`config.mk`:
```
export PLATFORM = sky130hd
export DESIGN_NAME = freq_meter
export DESIGN_NICKNAME = d
export VERILOG_FILES = /design/src/rtl/freq_meter_pkg.sv /design/src/rtl/freq_meter_edge.sv /design/src/rtl/freq_meter.sv
export SDC_FILE = /design/constraint.sdc
export NUM_CORES = 1
export LEC_CHECK = 0
export CAP_MARGIN = 10
export CORE_UTILIZATION = 30
export DETAILED_ROUTE_END_ITERATION = 12
export HOLD_SLACK_MARGIN = 0.08
export SLEW_MARGIN = 20
export SYNTH_ARGS = -nofsm -noshare
export SYNTH_HDL_FRONTEND = slang
export SYNTH_HIERARCHICAL = 1
export SYNTH_SLANG_ARGS = --single-unit
```
`constraint.sdc`:
```
create_clock -name clk -period 3.7 [get_ports clk]
set_clock_uncertainty 0.05 [all_clocks]
set_input_delay 0.74 -clock clk [delete_from_list [all_inputs] [get_ports clk]]
set_output_delay 0.74 -clock clk [all_outputs]
set_load 0.1 [all_outputs]
```
`src/rtl/freq_meter_pkg.sv`:
```
// Shared types and constants for the frequency meter.
package freq_meter_pkg;

    typedef enum logic [1:0] {
        IDLE = 2'd0,
        SYNC = 2'd1,
        GATE = 2'd2
    } state_e;

    localparam int unsigned GATE_DIV_0 = 1;
    localparam int unsigned GATE_DIV_1 = 10;
    localparam int unsigned GATE_DIV_2 = 100;
    localparam int unsigned GATE_DIV_3 = 1000;

    localparam int unsigned BYTE_MAX = 255;

    // Gate length in clk cycles for a given selector. Each arm divides a
    // constant by a constant, so this folds to a 4-way mux of literals.
    function automatic int unsigned gate_len_of(input logic [1:0] gate_sel,
                                                input int unsigned gate_cycles);
        case (gate_sel)
            2'd0:    return gate_cycles / GATE_DIV_0;
            2'd1:    return gate_cycles / GATE_DIV_1;
            2'd2:    return gate_cycles / GATE_DIV_2;
            default: return gate_cycles / GATE_DIV_3;
        endcase
    endfunction

endpackage

```
`src/rtl/freq_meter_edge.sv`:
```
// Synchronizer chain plus rising-edge detect for an asynchronous pin.
module edge_sync #(
    parameter int SYNC_STAGES = 2
) (
    input  logic clk_i,
    input  logic reset_i,
    input  logic sig_i,
    output logic rise_o
);

    logic [SYNC_STAGES-1:0] sync_q;
    logic                   prev_q;

    // Shift the pin through the metastability flops, then one delay flop.
    always_ff @(posedge clk_i) begin
        if (reset_i) begin
            sync_q <= '0;
            prev_q <= 1'b0;
        end else begin
            sync_q <= {sync_q[SYNC_STAGES-2:0], sig_i};
            prev_q <= sync_q[SYNC_STAGES-1];
        end
    end

    assign rise_o = sync_q[SYNC_STAGES-1] & ~prev_q;

endmodule

```
`src/rtl/freq_meter.sv`:
```
// Gated edge counter: counts rising edges of sig_in over a fixed window of
// clk cycles and publishes the count, back-to-back, while enable is high.
//
// state | meaning
// IDLE  | not measuring, counters held at zero
// SYNC  | flushing stale synchronizer contents, rise ignored
// GATE  | counting rises; terminal cycle publishes and restarts the window
module freq_meter
    import freq_meter_pkg::*;
#(
    parameter int GATE_CYCLES = 50000000,
    parameter int CNT_W       = 32,
    parameter int SYNC_STAGES = 2
) (
    input  logic             clk,
    input  logic             reset,
    input  logic             enable,
    input  logic [1:0]       gate_sel,
    input  logic             sig_in,
    output logic [CNT_W-1:0] freq_count,
    output logic [7:0]       freq_byte,
    output logic             count_valid,
    output logic             overflow,
    output logic             busy
);

    localparam int GW = $clog2(GATE_CYCLES);
    localparam int SW = $clog2(SYNC_STAGES + 1);
    localparam logic [SW-1:0]    SYNC_LAST  = SW'(SYNC_STAGES);
    localparam logic [CNT_W-1:0] BYTE_MAX_W = CNT_W'(BYTE_MAX);

    state_e           state_q, state_d;
    logic [SW-1:0]    sync_cnt_q, sync_cnt_d;
    logic [GW-1:0]    gate_cnt_q, gate_cnt_d;
    logic [GW-1:0]    gate_last_q, gate_last_d, gate_last_sel;
    logic [CNT_W-1:0] edge_cnt_q, edge_cnt_d, edge_close;
    logic             ovf_q, ovf_d, ovf_close;
    logic [CNT_W-1:0] freq_count_q, freq_count_d;
    logic [7:0]       freq_byte_q, freq_byte_d;
    logic             count_valid_q, count_valid_d;
    logic             overflow_q, overflow_d;
    logic             busy_q, busy_d;
    logic             rise;

    edge_sync #(.SYNC_STAGES(SYNC_STAGES)) u_edge_sync (
        .clk_i   (clk),
        .reset_i (reset),
        .sig_i   (sig_in),
        .rise_o  (rise)
    );

    // Last gate_cnt value of a window, taken from the live selector.
    assign gate_last_sel = GW'(gate_len_of(gate_sel, GATE_CYCLES) - 1);

    // Edge count including this cycle's rise, saturating at all-ones.
    always_comb begin
        edge_close = edge_cnt_q;
        ovf_close  = ovf_q;
        if (rise) begin
            if (&edge_cnt_q) ovf_close  = 1'b1;
            else             edge_close = edge_cnt_q + CNT_W'(1);
        end
    end

    // Next-state, counter and publish logic.
    always_comb begin
        state_d       = state_q;
        sync_cnt_d    = sync_cnt_q;
        gate_cnt_d    = gate_cnt_q;
        gate_last_d   = gate_last_q;
        edge_cnt_d    = edge_cnt_q;
        ovf_d         = ovf_q;
        freq_count_d  = freq_count_q;
        freq_byte_d   = freq_byte_q;
        overflow_d    = overflow_q;
        count_valid_d = 1'b0;

        case (state_q)
            IDLE: begin
                sync_cnt_d = '0;
                gate_cnt_d = '0;
                edge_cnt_d = '0;
                ovf_d      = 1'b0;
                if (enable) state_d = SYNC;
            end
            SYNC: begin
                if (!enable) begin
                    state_d    = IDLE;
                    sync_cnt_d = '0;
                end else if (sync_cnt_q == SYNC_LAST) begin
                    state_d     = GATE;
                    sync_cnt_d  = '0;
                    gate_last_d = gate_last_sel;
                    gate_cnt_d  = '0;
                    edge_cnt_d  = '0;
                    ovf_d       = 1'b0;
                end else begin
                    sync_cnt_d = sync_cnt_q + SW'(1);
                end
            end
            GATE: begin
                if (!enable) begin
                    // Window discarded; published outputs keep their values.
                    state_d    = IDLE;
                    gate_cnt_d = '0;
                    edge_cnt_d = '0;
                    ovf_d      = 1'b0;
                end else if (gate_cnt_q == gate_last_q) begin
                    freq_count_d  = edge_close;
                    freq_byte_d   = (edge_close > BYTE_MAX_W) ? 8'(BYTE_MAX) : edge_close[7:0];
                    overflow_d    = ovf_close;
                    count_valid_d = 1'b1;
                    gate_cnt_d    = '0;
                    edge_cnt_d    = '0;
                    ovf_d         = 1'b0;
                    gate_last_d   = gate_last_sel;
                end else begin
                    gate_cnt_d = gate_cnt_q + GW'(1);
                    edge_cnt_d = edge_close;
                    ovf_d      = ovf_close;
                end
            end
            default: state_d = IDLE;
        endcase

        busy_d = (state_d != IDLE);
    end

    // State, counters and output registers with synchronous reset.
    always_ff @(posedge clk) begin
        if (reset) begin
            state_q       <= IDLE;
            sync_cnt_q    <= '0;
            gate_cnt_q    <= '0;
            gate_last_q   <= '0;
            edge_cnt_q    <= '0;
            ovf_q         <= 1'b0;
            freq_count_q  <= '0;
            freq_byte_q   <= '0;
            overflow_q    <= 1'b0;
            count_valid_q <= 1'b0;
            busy_q        <= 1'b0;
        end else begin
            state_q       <= state_d;
            sync_cnt_q    <= sync_cnt_d;
            gate_cnt_q    <= gate_cnt_d;
            gate_last_q   <= gate_last_d;
            edge_cnt_q    <= edge_cnt_d;
            ovf_q         <= ovf_d;
            freq_count_q  <= freq_count_d;
            freq_byte_q   <= freq_byte_d;
            overflow_q    <= overflow_d;
            count_valid_q <= count_valid_d;
            busy_q        <= busy_d;
        end
    end

    assign freq_count  = freq_count_q;
    assign freq_byte   = freq_byte_q;
    assign count_valid = count_valid_q;
    assign overflow    = overflow_q;
    assign busy        = busy_q;

endmodule

```
Word-level counts from Yosys, hierarchy flattened
Cells that the tools add are included. W data, S select, Z words.

Multiply operators: 0. Bitwise gates (word level): 4. Eq/ne operators: 10. Reductions and logical operators: 11. Divide/modulo/power cells: 0. Shift operators: 0. $lt $le $gt $ge: 1. Add/sub/neg operators: 4. Muxes and demuxes: 35.

Operators by type and width (number): $mux W26 (8); $mux W32 (6); $pmux W26 S3 (2); $pmux W32 S3 (1); $pmux W26 S2 (1); $add A32 B1 Y32 const B (1); $gt A32 B8 Y1 const B (1); $reduce_and A32 Y1 (1); $add A26 B1 Y26 const B (1); $eq A26 B26 Y1 (1); $sub A26 B1 Y26 const B (1); $mux W2 (6); $mux W8 (1); $ne A2 B2 Y1 const B (4); $mux W1 (7); $eq A2 B2 Y1 const B (3); $pmux W2 S3 (1); $reduce_and A3 Y1 (2); $reduce_bool A2 Y1 (3); $reduce_and A5 Y1 (1); $eq A2 B1 Y1 const B (2); $logic_not A2 Y1 (2); $pmux W2 S2 (1); $not A1 Y1 (3); 5 further kinds (5).

Memories: 0. Output and inout port bits: 43. Input port bits: 6. ROM bits: 0. Word-level logic and storage cells: 78. Flip-flop bits (word level): 135. Memory bits (writable): 0. Bits in latches: 0.

Longest topological paths before layout
Word-level depth: 6. Gate-level depth with buffers: 10. Gate-level depth less buffers: 8.

Modules after synthesis
The synthesis kept the hierarchy.

Modules (own cells, without submodules): freq_meter (times used 1, cells each 744, seq. area each 2462.4 um^2, area an instance 6326.1 um^2); edge_sync (times used 1, cells each 7, seq. area each 60.1 um^2, area an instance 87.6 um^2).

Least setup slack after synthesis
OpenSTA, ideal clock, no wires.

Path kind: reg2reg. Start point: reg edge_cnt_q[0]. End point: reg freq_byte_q[0], in the netlist freq_byte[0]. Path slack: 1.080 ns. Setup time: 0.137 ns. Required time: 3.513 ns. Clock period less this slack: 2.620 ns. Arrival time: 2.433 ns. Stages on the path, launching flop included: 9. Buffers on the path: 0. Path through: dfxtp_1 -> ha_1 -> nand4_1 -> nor4_2 -> nand4_1 -> xnor2_1 -> or3_4 -> nor4_4 -> a21oi_1.

Word-level cells in the longest chain between the ends: 5. Elaborated cells on any way between the ends: 6. Those cells by class: 1 x add/sub; 1 x order compare; 3 x mux; 1 x reduce/logical.

Ends and longest elaborated chain: from (decl) (RTL line freq_meter.sv:36) `logic [CNT_W-1:0] edge_cnt_q, edge_cnt_d, edge_close;`; from (signal assigned) (RTL line freq_meter.sv:148) `edge_cnt_q <= edge_cnt_d;`; $add A32 B1 Y32 or $reduce_and A32 Y1 (tied branches) (RTL line freq_meter.sv:61, freq_meter.sv:60); $mux W32 (RTL line freq_meter.sv:60) `if (&edge_cnt_q) ovf_close = 1'b1;`; $mux W32 * (RTL line freq_meter.sv:59) `if (rise) begin`; $gt A32 B8 Y1 (RTL line freq_meter.sv:110) `freq_byte_d = (edge_close > BYTE_MAX_W) ? 8'(BYTE_MAX) : edge_close[7:0];`; $mux W8 * (RTL line freq_meter.sv:110); to (signal assigned) (RTL line freq_meter.sv:151) `freq_byte_q <= freq_byte_d;`; to (decl) (RTL line freq_meter.sv:39) `logic [7:0] freq_byte_q, freq_byte_d;`.

Mark *: on every way between the ends. The rest lies on a longest branch, timed or not. A chain may end at the register's enable or synchronous reset.

Worst setup path after layout
Start point: reg edge_cnt_q[18]. End point: reg freq_byte_q[0], in the netlist freq_byte[0].

Same word-level chain as after synthesis.

==> impl_table.tex <==
\begin{tabular}{lr}
\hline
Metric & Value \\
\hline
\multicolumn{2}{l}{\textbf{Routing}} \\
\quad Number of routed nets with antenna violations & 0 \\
\quad WL final & 16.1 mm \\
\quad Vias & 5472 \\
\quad Number of DRC violations after detailed-routing iteration 0 & 419 \\
\quad Number of iterations in the first detailed-routing pass & 5 \\
\quad Per-cell via count in the routed design & 5.12 \\
\quad Wire per inst & 15.1 microns \\
\quad DRC viols & 0 \\
\multicolumn{2}{l}{\textbf{Finish}} \\
\quad Count of inserted antenna diode cells & 0 \\
\quad Leading cell type in the layout, fill and taps excluded & sky130\_fd\_sc\_hd\_\_dfxtp\_1 \\
\quad Layout fillers & 2149 \\
\quad Synth-to-layout area growth & 21.5\% \\
\quad Layout cells sized above 1 & 10.5\% \\
\quad Core Util, Final & 37.1\% \\
\quad Post-layout nets & 795 \\
\quad Most used cells in the layout excluding fill and tap cells & sky130\_fd\_sc\_hd\_\_dfxtp\_1 (126), sky130\_fd\_sc\_hd\_\_nor2\_1 (111), sky130\_fd\_sc\_hd\_\_clkdlybuf4s50\_1 (47) \\
\multicolumn{2}{l}{\textbf{Placed design}} \\
\quad Placed wire-length estimate & 11.1 mm \\
\quad Setup WS pre-CTS & 0.619 ns \\
\quad Port-buffer cells & 48 \\
\quad Gpl congestion & 0.911 \\
\multicolumn{2}{l}{\textbf{Die}} \\
\quad Core Box Area & 21000 sq um \\
\quad Starting utilization of the core area & 30.5\% \\
\quad Number of ports placed on the die boundary & 49 \\
\quad Die H & 148 microns \\
\quad Width of the die & 148 microns \\
\quad Die outline area & 22000 sq um \\
\quad Number of cell rows & 53 \\
\multicolumn{2}{l}{\textbf{Worst hold path}} \\
\quad Hold Path Stages & 1 \\
\quad Path type of the worst min-delay path & reg2reg \\
\multicolumn{2}{l}{\textbf{Yosys}} \\
\quad Synth Area in Adders & 1.76\% \\
\quad Syn Inst Count & 751 \\
\quad Cell Area, Synth & 6410 sq um \\
\quad Average footprint of a synthesized cell & 8.54 sq um \\
\quad Portion of synthesized cell area occupied by the leading cell type & 39.3\% \\
\quad Cell accounting for the most synthesized area & sky130\_fd\_sc\_hd\_\_dfxtp\_1 \\
\quad Area fraction in and, or, nand and nor cells after synthesis & 27.1\% \\
\quad Portion of the post-synthesis area used by sequential elements & 39.3\% \\
\quad Largest family of logic cells by synthesized area & simple AND/OR/NAND/NOR gates \\
\quad Share of cell area taken by muxes after synthesis & 4.25\% \\
\quad Warning count from the yosys run & 6 \\
\quad Count of unique library cells instantiated by Yosys & 65 \\
\quad Top post-synthesis cells by area & sky130\_fd\_sc\_hd\_\_dfxtp\_1 (39\%), sky130\_fd\_sc\_hd\_\_nor2\_1 (6.5\%), sky130\_fd\_sc\_hd\_\_xor2\_1 (4.5\%), sky130\_fd\_sc\_hd\_\_mux2i\_1 (3.9\%), sky130\_fd\_sc\_hd\_\_a21oi\_1 (3.5\%) \\
\quad Top\_reg\_cell synth & sky130\_fd\_sc\_hd\_\_dfxtp\_1 \\
\quad Count of state elements after synthesis & 126 \\
\quad Parity-gate share of the synthesized area counting xor and xnor cells & 7.51\% \\
\quad Synthesized net count & 766 \\
\quad Fraction of the mapped netlist area in compound gates & 15.6\% \\
\quad Number of synthesized flops with an enable pin & 0 \\
\quad Proportion of synthesized flip-flops having asynchronous set or reset & 0\% \\
\multicolumn{2}{l}{\textbf{Clocking}} \\
\quad Clock tree from TritonCTS & built \\
\quad Number of buffers added to fix hold violations after cts & 0 \\
\quad Number of levels in the clock H-tree & 4 \\
\quad Setup repair bufs after CTS & 0 \\
\quad Clock transition at the registers of the reported paths & 0.06 ns \\
\quad Number of CTS-inserted buffers & 17 \\
\quad Later-pin clock latency in the skew report & 0.42 ns \\
\quad Clock sink total & 126 \\
\quad \# resized after CTS & 0 \\
\quad Cell at the root of the clock tree & sky130\_fd\_sc\_hd\_\_clkbuf\_16 \\
\quad Maximum buffer depth of the clock tree & 2 \\
\multicolumn{2}{l}{\textbf{Timing}} \\
\quad Worst rel slew slack & 32.7\% \\
\quad Actual slew at the worst max-slew pin & 1.01 ns \\
\quad RSZ-0062 raised after global routing & no \\
\quad Final-report hold violation count & 0 \\
\quad Highest Clock Rate & 0.313 GHz \\
\quad Final number of setup-violating endpoints & 0 \\
\quad Post-route fraction of the period consumed by the critical path & 86.4\% \\
\quad Worst path setup slack after routing & 0.505 ns \\
\quad Sum of negative setup slack & 0 ns \\
\quad Final slew viol count & 0 \\
\quad Time the final worst path needs with I/O delays and setup & 3.20 ns \\
\multicolumn{2}{l}{\textbf{Worst setup path}} \\
\quad CP Data Arrival Time & 3.43 ns \\
\quad Category of the worst setup path launch point & flip-flop \\
\quad Required time reported for the critical path endpoint & 3.93 ns \\
\quad Crit Path Max Fanout & 9 \\
\quad Crit end category & flip-flop \\
\quad Number of cells traversed by the worst register-to-register path & 7 \\
\quad Kind of critical path & reg2reg \\
\multicolumn{2}{l}{\textbf{Global routing}} \\
\quad Antenna violations before repair & 0 \\
\quad GRT Resource Usage Total & 15.3\% \\
\quad Gr ovfl total & 0 \\
\quad Maximum number of pins on one net before global-route repair & 64 \\
\quad Vias in the first global route & 5063 \\
\quad First-pass GRT wire length & 26.7 mm \\
\multicolumn{2}{l}{\textbf{Pwr}} \\
\quad Pwr per Cell Area & 424 nW/um\^{}2 \\
\quad Maximum ir drop on the vdd rail & 0.362 mV \\
\quad P\_leak & 2.78 nW \\
\multicolumn{2}{l}{\textbf{Flow run}} \\
\quad \# Max-Cap Violations & 0 \\
\multicolumn{2}{l}{\textbf{Run status}} \\
\quad Outcome & finished clean \\
\hline
\end{tabular}
power by group:
part | internal [W] | total (W) | switching (W)
Combinational | 0.0000201 | 0.0000697 | 0.0000497
Clock | 0.00123 | 0.00187 | 0.000635
Sequential | 0.00136 | 0.00136 | 0.00000246
cell usage after synthesis, drive strengths merged (3+ instances only):
cell	number
nand3	25
a21oi	45
xor2	33
nor4	26
nor2b	9
and2	3
xnor2	22
nor3b	4
nand2	42
nor2	111
a22oi	19
a211oi	17
inv	17
o21bai	12
or2	11
o21ai	19
nor4b	3
dfxtp	126
clkbuf	27
ha	9
nor3	19
or3	10
mux2i	25
a311oi	7
buf	23
nand4	21
a31oi	8
and3	9
and4	9
o211ai	4
or4	6
through the flow:
stage | instance area (sq um) | instances | total power, W | hold slack, ns
2_1_floorplan | 6410 | 751 | 0.00144 | 0.364
3_3_place_gp | 7130 | 1036 | 0.00146 | 0.385
3_5_place_dp | 7130 | 1036 | 0.00146 | 0.386
4_1_cts | 7790 | 1068 | 0.00334 | 0.400
5_1_grt | 7790 | 1068 | 0.00341 | 0.420
6_report | 7790 | 1068 | 0.00330 | 0.393
worst paths after layout:
path / end / startpoint / slack (ns)
min reg2reg: u_edge_sync/sync_q[1] / u_edge_sync/sync_q[0] / 0.39
min: u_edge_sync/sync_q[1] / u_edge_sync/sync_q[0] / 0.39
max reg2reg: freq_byte[0] / edge_cnt_q[18] / 0.50
max: freq_byte[0] / edge_cnt_q[18] / 0.50
cell families (layout without fill, tap and decap cells):
| group | Yosys count | count (layout) |
|---|---|---|
| flops | 126 | 126 |
| buf+inv | 67 | 109 |
| compound gates | 150 | 150 |
| simple gates | 317 | 317 |
| mux | 27 | 27 |
| xor+xnor | 55 | 55 |
| fa+ha+maj | 9 | 9 |
flip-flops by register name, summed over array words and instances, names as in the netlist:
| register | flops |
|---|---|
| sync_cnt_q | 2 |
| edge_cnt_q | 32 |
| gate_last_q | 17 |
| ovf_q | 1 |
| u_edge_sync/prev_q | 1 |
| busy | 1 |
| count_valid | 1 |
| state_q | 2 |
| gate_cnt_q | 26 |
| freq_byte | 8 |
| freq_count | 32 |
| overflow | 1 |
| u_edge_sync/sync_q | 2 |
metal layers:
| layer | GRT usage (%) | wire, microns | vias to the layer above |
|---|---|---|---|
| met2 | 22.6 | 6930 | 109 |
| li1 | - | - | 2774 |
| met4 | 5.77 | 237 | 0 |
| met5 | 0 | 0 | - |
| met3 | 3.53 | 670 | 19 |
| met1 | 21.6 | 8250 | 2570 |
cell type report:
class                   instances  area (sq um)  area share, %
inverters                      17          63.8          0.819
clock inverters                13           210           2.70
flip-flops and latches        126          2520           32.4
multi-input cells             558          3620           46.4
repair buffers                 60           581           7.45
well taps                     275           344           4.42
clock buffers                  19           453           5.81
critical path, stage by stage, from the launching register on:
cell                        delay, ns
sky130_fd_sc_hd__dfxtp_1         0.56
sky130_fd_sc_hd__nand4_4         0.20
sky130_fd_sc_hd__nor4_2          0.64
sky130_fd_sc_hd__a31oi_1         0.20
sky130_fd_sc_hd__a211oi_1        0.41
sky130_fd_sc_hd__nand4bb_1       0.45
sky130_fd_sc_hd__nor4b_1         0.43
sky130_fd_sc_hd__a21oi_1         0.11
Note: power is estimated with default switching activity, not from simulation.
